`src/rtl/uart_tx_fifo_if.sv`:
```
// ----------------------------------------------------------------------------
// uart_tx_fifo_if
// Producer-side bundle for the uart_tx_fifo transmitter.
//   tx_data  : byte to enqueue (producer -> transmitter)
//   tx_write : enqueue strobe  (producer -> transmitter)
//   full     : FIFO full, a write now is refused
//   idle     : FIFO empty and serializer idle, line quiescent high
//   overflow : one-cycle pulse when a write hits a full FIFO
//   tx       : registered serial line, idles high
// master = producer side, slave = the transmitter.
// ----------------------------------------------------------------------------
interface uart_tx_fifo_if;
    logic [7:0] tx_data;
    logic       tx_write;
    logic       full;
    logic       idle;
    logic       overflow;
    logic       tx;

    modport master (output tx_data, tx_write, input full, idle, overflow, tx);
    modport slave  (input tx_data, tx_write, output full, idle, overflow, tx);
endinterface

```
`src/rtl/uart_tx_fifo.sv`:
```
// ----------------------------------------------------------------------------
// uart_tx_fifo
// 8N1 UART transmitter fed by a small write-side FIFO, so a producer can
// push bursts of bytes without tracking per-byte busy timing.
// Ports:
//   clk  : system clock, rising edge
//   rst  : synchronous active-high reset (aborts any frame, drops the queue)
//   bus  : uart_tx_fifo_if.slave -- tx_data/tx_write in; full/idle/overflow/tx out
// Parameters: CLK_FREQ, BAUDRATE (bit period = CLK_FREQ/BAUDRATE cycles),
//             FIFO_DEPTH (power of two, >= 2).
// ----------------------------------------------------------------------------
module uart_tx_fifo #(
    parameter int CLK_FREQ   = 12_000_000,
    parameter int BAUDRATE   = 115_200,
    parameter int FIFO_DEPTH = 4
) (
    input  logic           clk,
    input  logic           rst,
    uart_tx_fifo_if.slave  bus
);
    localparam int DIVIDER = CLK_FREQ / BAUDRATE;
    localparam int PW      = $clog2(FIFO_DEPTH);
    localparam int CW      = $clog2(FIFO_DEPTH + 1);
    localparam int BW      = $clog2(DIVIDER);

    localparam logic [BW-1:0] BAUD_LAST = BW'(DIVIDER - 1);
    localparam logic [CW-1:0] DEPTH_C   = CW'(FIFO_DEPTH);

    if (DIVIDER < 2) begin : g_bad_divider
        $error("uart_tx_fifo: CLK_FREQ/BAUDRATE must be >= 2");
    end
    if (FIFO_DEPTH < 2 || (FIFO_DEPTH & (FIFO_DEPTH - 1)) != 0) begin : g_bad_depth
        $error("uart_tx_fifo: FIFO_DEPTH must be a power of two >= 2");
    end

    typedef enum logic [1:0] {IDLE, START, DATA, STOP} state_t;

    // FIFO
    logic [7:0]    mem [FIFO_DEPTH];
    logic [PW-1:0] wr_ptr, rd_ptr;
    logic [CW-1:0] count;
    logic          full, have_data, wr_en, pop;

    // serializer
    state_t        state, state_n;
    logic [BW-1:0] baud_cnt, baud_cnt_n;
    logic [7:0]    shift, shift_n;
    logic [2:0]    bit_idx, bit_idx_n;
    logic          tx_q, tx_n;
    logic          ovf_q;
    logic          baud_end;

    // Space is judged on the registered count only: a pop on this edge does
    // not make room for a write on the same edge.
    assign full      = (count == DEPTH_C);
    assign have_data = (count != '0);
    assign wr_en     = bus.tx_write && !full;
    assign baud_end  = (baud_cnt == BAUD_LAST);

    always_comb begin
        state_n    = state;
        baud_cnt_n = baud_end ? '0 : baud_cnt + 1'b1;
        shift_n    = shift;
        bit_idx_n  = bit_idx;
        tx_n       = tx_q;
        pop        = 1'b0;
        case (state)
            IDLE: begin
                tx_n       = 1'b1;
                baud_cnt_n = '0;
                if (have_data) begin
                    pop     = 1'b1;
                    shift_n = mem[rd_ptr];
                    tx_n    = 1'b0;
                    state_n = START;
                end
            end
            START: begin
                if (baud_end) begin
                    tx_n      = shift[0];
                    bit_idx_n = '0;
                    state_n   = DATA;
                end
            end
            DATA: begin
                if (baud_end) begin
                    if (bit_idx == 3'd7) begin
                        tx_n    = 1'b1;
                        state_n = STOP;
                    end else begin
                        // next bit is shift[1] before the shift lands
                        shift_n   = shift >> 1;
                        bit_idx_n = bit_idx + 3'd1;
                        tx_n      = shift[1];
                    end
                end
            end
            STOP: begin
                if (baud_end) begin
                    // chain straight into the next start bit: no idle gap
                    if (have_data) begin
                        pop     = 1'b1;
                        shift_n = mem[rd_ptr];
                        tx_n    = 1'b0;
                        state_n = START;
                    end else begin
                        state_n = IDLE;
                    end
                end
            end
            default: state_n = IDLE;
        endcase
    end

    always_ff @(posedge clk) begin
        if (rst) begin
            state    <= IDLE;
            baud_cnt <= '0;
            shift    <= '0;
            bit_idx  <= '0;
            tx_q     <= 1'b1;
            wr_ptr   <= '0;
            rd_ptr   <= '0;
            count    <= '0;
            ovf_q    <= 1'b0;
        end else begin
            state    <= state_n;
            baud_cnt <= baud_cnt_n;
            shift    <= shift_n;
            bit_idx  <= bit_idx_n;
            tx_q     <= tx_n;
            ovf_q    <= bus.tx_write && full;
            if (wr_en) wr_ptr <= wr_ptr + 1'b1;
            if (pop)   rd_ptr <= rd_ptr + 1'b1;
            case ({wr_en, pop})
                2'b10:   count <= count + 1'b1;
                2'b01:   count <= count - 1'b1;
                default: count <= count;
            endcase
        end
    end

    // storage needs no reset: the cleared count masks stale entries
    always_ff @(posedge clk) begin
        if (!rst && wr_en) mem[wr_ptr] <= bus.tx_data;
    end

    assign bus.tx       = tx_q;
    assign bus.full     = full;
    assign bus.idle     = !have_data && (state == IDLE);
    assign bus.overflow = ovf_q;
endmodule

```
`src/flat_wrapper.sv`:
```
// flat-port wrapper written by rule: the top's interface ports become plain ports
module uart_tx_fifo_flat 
#(
    parameter int CLK_FREQ   = 12_000_000,
    parameter int BAUDRATE   = 115_200,
    parameter int FIFO_DEPTH = 4
)
  (clk, rst, bus_tx_data, bus_tx_write, bus_full, bus_idle, bus_overflow, bus_tx);
  uart_tx_fifo_if bus_i ();
  input  logic clk;
  input  logic rst;
  input wire logic [$bits(bus_i.tx_data)-1:0] bus_tx_data;
  input wire logic [$bits(bus_i.tx_write)-1:0] bus_tx_write;
  output wire logic [$bits(bus_i.full)-1:0] bus_full;
  output wire logic [$bits(bus_i.idle)-1:0] bus_idle;
  output wire logic [$bits(bus_i.overflow)-1:0] bus_overflow;
  output wire logic [$bits(bus_i.tx)-1:0] bus_tx;
  assign bus_i.tx_data = bus_tx_data;
  assign bus_i.tx_write = bus_tx_write;
  assign bus_full = bus_i.full;
  assign bus_idle = bus_i.idle;
  assign bus_overflow = bus_i.overflow;
  assign bus_tx = bus_i.tx;
  uart_tx_fifo #(.CLK_FREQ(CLK_FREQ), .BAUDRATE(BAUDRATE), .FIFO_DEPTH(FIFO_DEPTH)) u_core (.clk(clk), .rst(rst), .bus(bus_i));
endmodule
```
`config.mk`:
```
export PLATFORM = sky130hd
export DESIGN_NAME = uart_tx_fifo_flat
export DESIGN_NICKNAME = d
export VERILOG_FILES = /design/src/rtl/uart_tx_fifo_if.sv /design/src/rtl/uart_tx_fifo.sv /design/src/flat_wrapper.sv
export SDC_FILE = /design/constraint.sdc
export NUM_CORES = 1
export LEC_CHECK = 0
export BUFFER_PORTS_ARGS = -buffer_cell sky130_fd_sc_hd__buf_4
export CORE_MARGIN = 8
export CORE_UTILIZATION = 46
export CTS_CLUSTER_DIAMETER = 100
export DETAILED_ROUTE_END_ITERATION = 16
export GPL_TIMING_DRIVEN = 0
export PLACE_DENSITY = 0.74
export SYNTH_ARGS = -nofsm -noshare
export SYNTH_HDL_FRONTEND = slang
export SYNTH_SLANG_ARGS = --single-unit
```
`constraint.sdc`:
```
create_clock -name clk -period 6.5 [get_ports clk]
set_input_delay 0.325 -clock clk [delete_from_list [all_inputs] [get_ports clk]]
set_output_delay 0.325 -clock clk [all_outputs]
set_load 0.01 [all_outputs]
```
* Word level (Yosys, flattened, before mapping)
Memory sizes are Yosys's and may differ from the RTL's. A register that Yosys moved wholly into a read port is not among the register bits. Index checks and enable logic that the tools add are counted.
Cells by class: equality and inequality tests 15, multiplexer cells 31, reduce and logical (&&, ||, !) cells 17, $add $sub $neg 6
Operator list (count):
- 8-bit two-way mux | 4
- 8-bit one-hot mux with 3 select lines | 1
- 2-bit two-way mux | 7
- 2-bit by 1-bit != test with 1-bit output (second input constant) | 6
- 3-bit one-hot mux with 2 select lines | 2
- 4-bit AND reduction | 3
- 1-bit two-way mux | 11
- 3-bit two-way mux | 3
- 2-bit one-hot mux with 4 select lines | 1
- 7-bit by 1-bit adder with 7-bit output (second input constant) | 1
- 7-bit == test (second input constant) | 1
- 3-bit by 1-bit adder with 3-bit output (second input constant) | 2
- 2-bit == test (second input constant) | 3
- 3-bit == test (second input constant) | 2
- 3-bit nonzero test | 2
- 5-bit AND reduction | 1
- 2-bit by 1-bit adder with 2-bit output (second input constant) | 2
- 2-bit by 1-bit == test with 1-bit output (second input constant) | 2
- 1-bit logical AND | 4
- 1-bit one-hot mux with 4 select lines | 1
- 2-bit nonzero test | 2
- 1-bit logical NOT | 3
- 3-bit OR reduction | 1
- 3-bit by 1-bit subtractor with 3-bit output (second input constant) | 1
- 3 further kinds | 3
Word-level totals: bits of input ports 11, memories kept 1, memory bits (writable) 32, logic and storage cells 79, output and inout bits 4, bits in registers 29
Memories:
- u_core.mem | words 4, bits a word 8, read ports 1, clocked after memory_dff 1, wr ports 1, RTL line uart_tx_fifo.sv:39 | logic [7:0] mem [FIFO_DEPTH];

* Logic depth before layout (Yosys ltp)
depth after elaboration 6, gate-level depth with buffers 10, gate-level depth less buffers 10

* Least setup slack after synthesis
Ideal clock, no wire load.
path kind reg-to-reg, from register u_core.baud_cnt[0], to register u_core.count[2], path slack 3.992 ns, data arrival time 2.437 ns, setup time 0.071 ns, period minus slack after synthesis 2.508 ns, buffers on the path 0, stages on the path, launching flop included 11, required time 6.429 ns, cell sequence dfxtp_1 > ha_1 > and3_1 > a31oi_1 > nor3_2 > ha_1 > inv_1 > fa_1 > xor2_1 > or3_1 > a21oi_1
On the way: longest elaborated chain between the ends 5, elaborated cells between the ends (all ways) 7, classes of those cells eq/ne (3); mux (3); reduce/logical (1)
RTL lines:
- start: declaration | RTL line uart_tx_fifo.sv:46 | logic [BW-1:0] baud_cnt, baud_cnt_n;
- start signal: assignment | RTL line uart_tx_fifo.sv:128 | baud_cnt <= baud_cnt_n;
- 7-bit == test * | RTL line uart_tx_fifo.sv:58 | assign baud_end = (baud_cnt == BAUD_LAST);
- 1-bit two-way mux * | RTL line uart_tx_fifo.sv:99 | if (baud_end) begin
- 1-bit one-hot mux with 2 select lines * | RTL line uart_tx_fifo.sv:67 | case (state)
- via u_core.pop | RTL line uart_tx_fifo.sv:42 | logic full, have_data, wr_en, pop;
- 2-bit by 1-bit == test with 1-bit output / 2-bit == test (equally long branches) | RTL line uart_tx_fifo.sv:135 | case ({wr_en, pop})
- 3-bit one-hot mux with 2 select lines / 2-bit nonzero test (equally long branches)
- end signal: assignment | RTL line uart_tx_fifo.sv:136 | 2'b10: count <= count + 1'b1;
- end signal: assignment | RTL line uart_tx_fifo.sv:137 | 2'b01: count <= count - 1'b1;
- end signal: assignment | RTL line uart_tx_fifo.sv:138 | default: count <= count;
- end: declaration | RTL line uart_tx_fifo.sv:41 | logic [CW-1:0] count;
The timed path passes the listed nets; every way through them passes the cells marked *. A chain may end at the register's enable or synchronous reset.

* Worst setup path in the final report
Ends and elaborated chain as after synthesis.

==> flow_summary.toml <==
[power]
clkPwrFrac = 0.259
switching_share = 0.327
power_density_nw_per_um2 = 352
p_leak_uw = 0.00127
ir_drop_v = 0.000179
power.internal_uw = 795
pwr-share-seq = 0.423
switching_power_uw = 386
p_comb_frac = 0.317

[clock_network]
numCtsBuffers = 9
cts_buffer_depth = 2
post_cts_resized = 0
cts_sinks = 63
path_clk_slew_ns = 0.08
cts_tree = "yes"
cts-root-buf = "clkbuf_8"
clock_latency_ns = 0.33
htree_num_levels = 3
ctsHoldBuffers = 0
cts_setup_buffers = 0

[final_layout]
antenna_cells = 0
layout-drive-gt1-share = 0.247
final_common_cell = "edfxtp_1"
area_growth_pct = 12.5
final_nets = 288
mostFrequentLayoutCells = "edfxtp_1, dfxtp_1, nor2_1"
post-route-util = 0.532

[synthesis]
synth_xor_area_frac = 0.0235
ys_seq_area_frac = 0.530
synth_ff_type = "edfxtp_1"
synth_top_family_by_area = "simple AND/OR/NAND/NOR gates"
syn_area_um2 = 2990
ys_seq_elements = 63
synthCells = 238
synth_fp_nets = 264
yosysWarnings = 0
synth_edf_count = 32
synth_compound_gate_area_share = 0.0574
synth_mux_area_frac = 0.137
yosysUniqueCellTypes = 46
avgSynthCellArea_um2 = 12.5
synth-simple-area-share = 0.158
synth-adder-area-share = 0.0654
postSynth.asyncResetShare = 0

[worst_setup_path]
crit_family = "simple AND/OR/NAND/NOR gates"
critical_path_buf_inv_count = 1
rr_worst_depth = 10
path_class = "register to register"
crit_arrival_ns = 3.06
max_stage_delay_ns = 0.43
endpoint_kind = "register"
crit_top_cell = "ha_1"
crit_chain = "ha_1, and3_1, a31oi_1, nor3_2, ha_1, inv_1, fa_1, xor2_1, or3_1, a21oi_1"
cp-startpoint = "u_core.baud_cnt[0]$_SDFF_PP0_"
crit_required_ns = 6.76
reg2reg_slack_ns = 3.70
r2r_end = "u_core.count[2]$_SDFFE_PP0P_"
start_kind = "register"
r2r_start = "u_core.baud_cnt[0]$_SDFF_PP0_"
endpoint = "u_core.count[2]$_SDFFE_PP0P_"
cp_max_fo = 4
cp.depth = 10
slowest_stage = "fa_1"

[timing]
timing.setup.tns_ns = 0
worst_pin_slew_ns = 0.462
drv_slew = 0
slew_headroom = 0.690
setup_viol = 0
post-route-min-period_ns = 2.80
final.period_utilization = 0.430
fmax_mhz = 358
rsz0062_at_grt = "false"
skew_ns = 0.00591
timing.final.hold_violations = 0

[drt]
wl_mm = 5.07
ant_nets = 0
drtPass1Iterations = 4
route.detailed.drc = 0
num_vias = 1808
drt_iter0_drc = 101
wire_per_inst_um = 14.7
vias_per_cell = 5.26

[floorplan]
rows = 29
die_height_um = 96.6
die_x_um = 96.6
core-area_um2 = 6310
initial_core_util = 0.473
io_pins = 15
dieArea_um2 = 9320

[global_routing]
grt_busiest_layer = "met2"
use_met3 = 0.0224
grt_use_met2 = 0.195
grt_pass1_vias = 1859
antenna_found_initial = 0
grt_use_met1 = 0.153
grt_pass1_wl_mm = 8.69
grt_overflow = 0
track_usage = 0.122
grt_max_degree = 14

[outcome]
status = "complete, no violations"

[placed_design]
gp_congestion = 0.763
portBuffers = 13
dp_hpwl_mm = 3.56

[job]
maxCapViolCount = 0

[worst_hold_path]
hold_path_class = "input port to register"
[worst min path at each step]
stage | from | to | slack, ns | cells past startpoint
final | bus_tx_data[5] | u_core.mem[2][5]$_DFFE_PP_ | 0.19 | 1
after global routing | bus_tx_data[5] | u_core.mem[3][5]$_DFFE_PP_ | 0.18 | 1
after CTS | bus_tx_data[5] | u_core.mem[3][5]$_DFFE_PP_ | 0.18 | 1
after detailed placement | u_core.baud_cnt[0]$_SDFF_PP0_ | u_core.baud_cnt[0]$_SDFF_PP0_ | 0.44 | 1
after global placement | u_core.baud_cnt[0]$_SDFF_PP0_ | u_core.baud_cnt[0]$_SDFF_PP0_ | 0.43 | 1
after floorplan | u_core.baud_cnt[0]$_SDFF_PP0_ | u_core.baud_cnt[0]$_SDFF_PP0_ | 0.42 | 1
[power by group through the flow]
stage / registers, µW / logic (µW) / clock network, µW
after CTS: 500 / 379 / 313
after floorplan: 502 / 295 / 0
final: 500 / 375 / 306
after global routing: 508 / 416 / 333
after detailed placement: 509 / 377 / 0
after global placement: 507 / 372 / 0
[final cells by class]
cell class	instances	area (µm²)
clock inverter	7	56.3
timing repair buffer	13	97.6
buffer	9	52.6
clock buffer	9	124
sequential	63	1580
tap	77	96.3
inverter	9	33.8
multi-input combinational	157	1320
fill	557	2950
[cell families (layout without fill, tap and decap cells)]
group           after synthesis  in the layout
buf+inv                      18             47
xor+xnor                      8              8
fa+ha+maj                    15             15
mux                          27             27
simple gates                 81             81
compound gates               26             26
flops                        63             63
[Yosys cell counts (3+ instances only)]
master	number	share of area
nand2_1	8	0.010
clkbuf_1	4	0.0050
xnor2_1	4	0.012
dfxtp_1	31	0.21
ha_1	14	0.059
mux2i_1	9	0.030
mux2_2	3	0.011
and2_1	8	0.017
nand3_1	7	0.012
inv_1	9	0.011
nor3_1	4	0.0067
mux4_2	8	0.060
a21oi_1	9	0.015
nor2_1	25	0.031
and2b_1	3	0.0075
nand2b_1	3	0.0063
o21ai_0	8	0.013
xor2_1	4	0.012
edfxtp_1	32	0.32
and2b_2	4	0.012
buf_2	3	0.0050
mux2_4	7	0.035
[layer usage]
| layer | share of wire | up-vias |
|---|---|---|
| met5 | 0 | - |
| li1 | - | 898 |
| met4 | 0.0099 | 0 |
| met2 | 0.48 | 26 |
| met1 | 0.48 | 880 |
| met3 | 0.027 | 4 |
[flip-flops by register name (all words and copies together), names as in the netlist, named ones only]
| signal | count |
|---|---|
| u_core.bus.overflow | 1 |
| u_core.bit_idx | 3 |
| u_core.count | 3 |
| u_core.rd_ptr | 2 |
| u_core.mem | 32 |
| u_core.baud_cnt | 7 |
| u_core.shift | 8 |
| u_core.state | 2 |
| u_core.bus.tx | 1 |
| u_core.wr_ptr | 2 |
[stage by stage]
stage | worst slack, ns | instances | area [µm²] | hold WS (ns) | power (µW)
global placement | 3.79 | 328 | 3180 | 0.434 | 879
floorplan | 3.99 | 238 | 2990 | 0.418 | 797
global route | 3.51 | 344 | 3360 | 0.178 | 1260
CTS | 3.72 | 344 | 3360 | 0.176 | 1190
detailed placement | 3.75 | 328 | 3180 | 0.441 | 886
finish | 3.70 | 344 | 3360 | 0.187 | 1180
(Power assumes the default switching activity.)
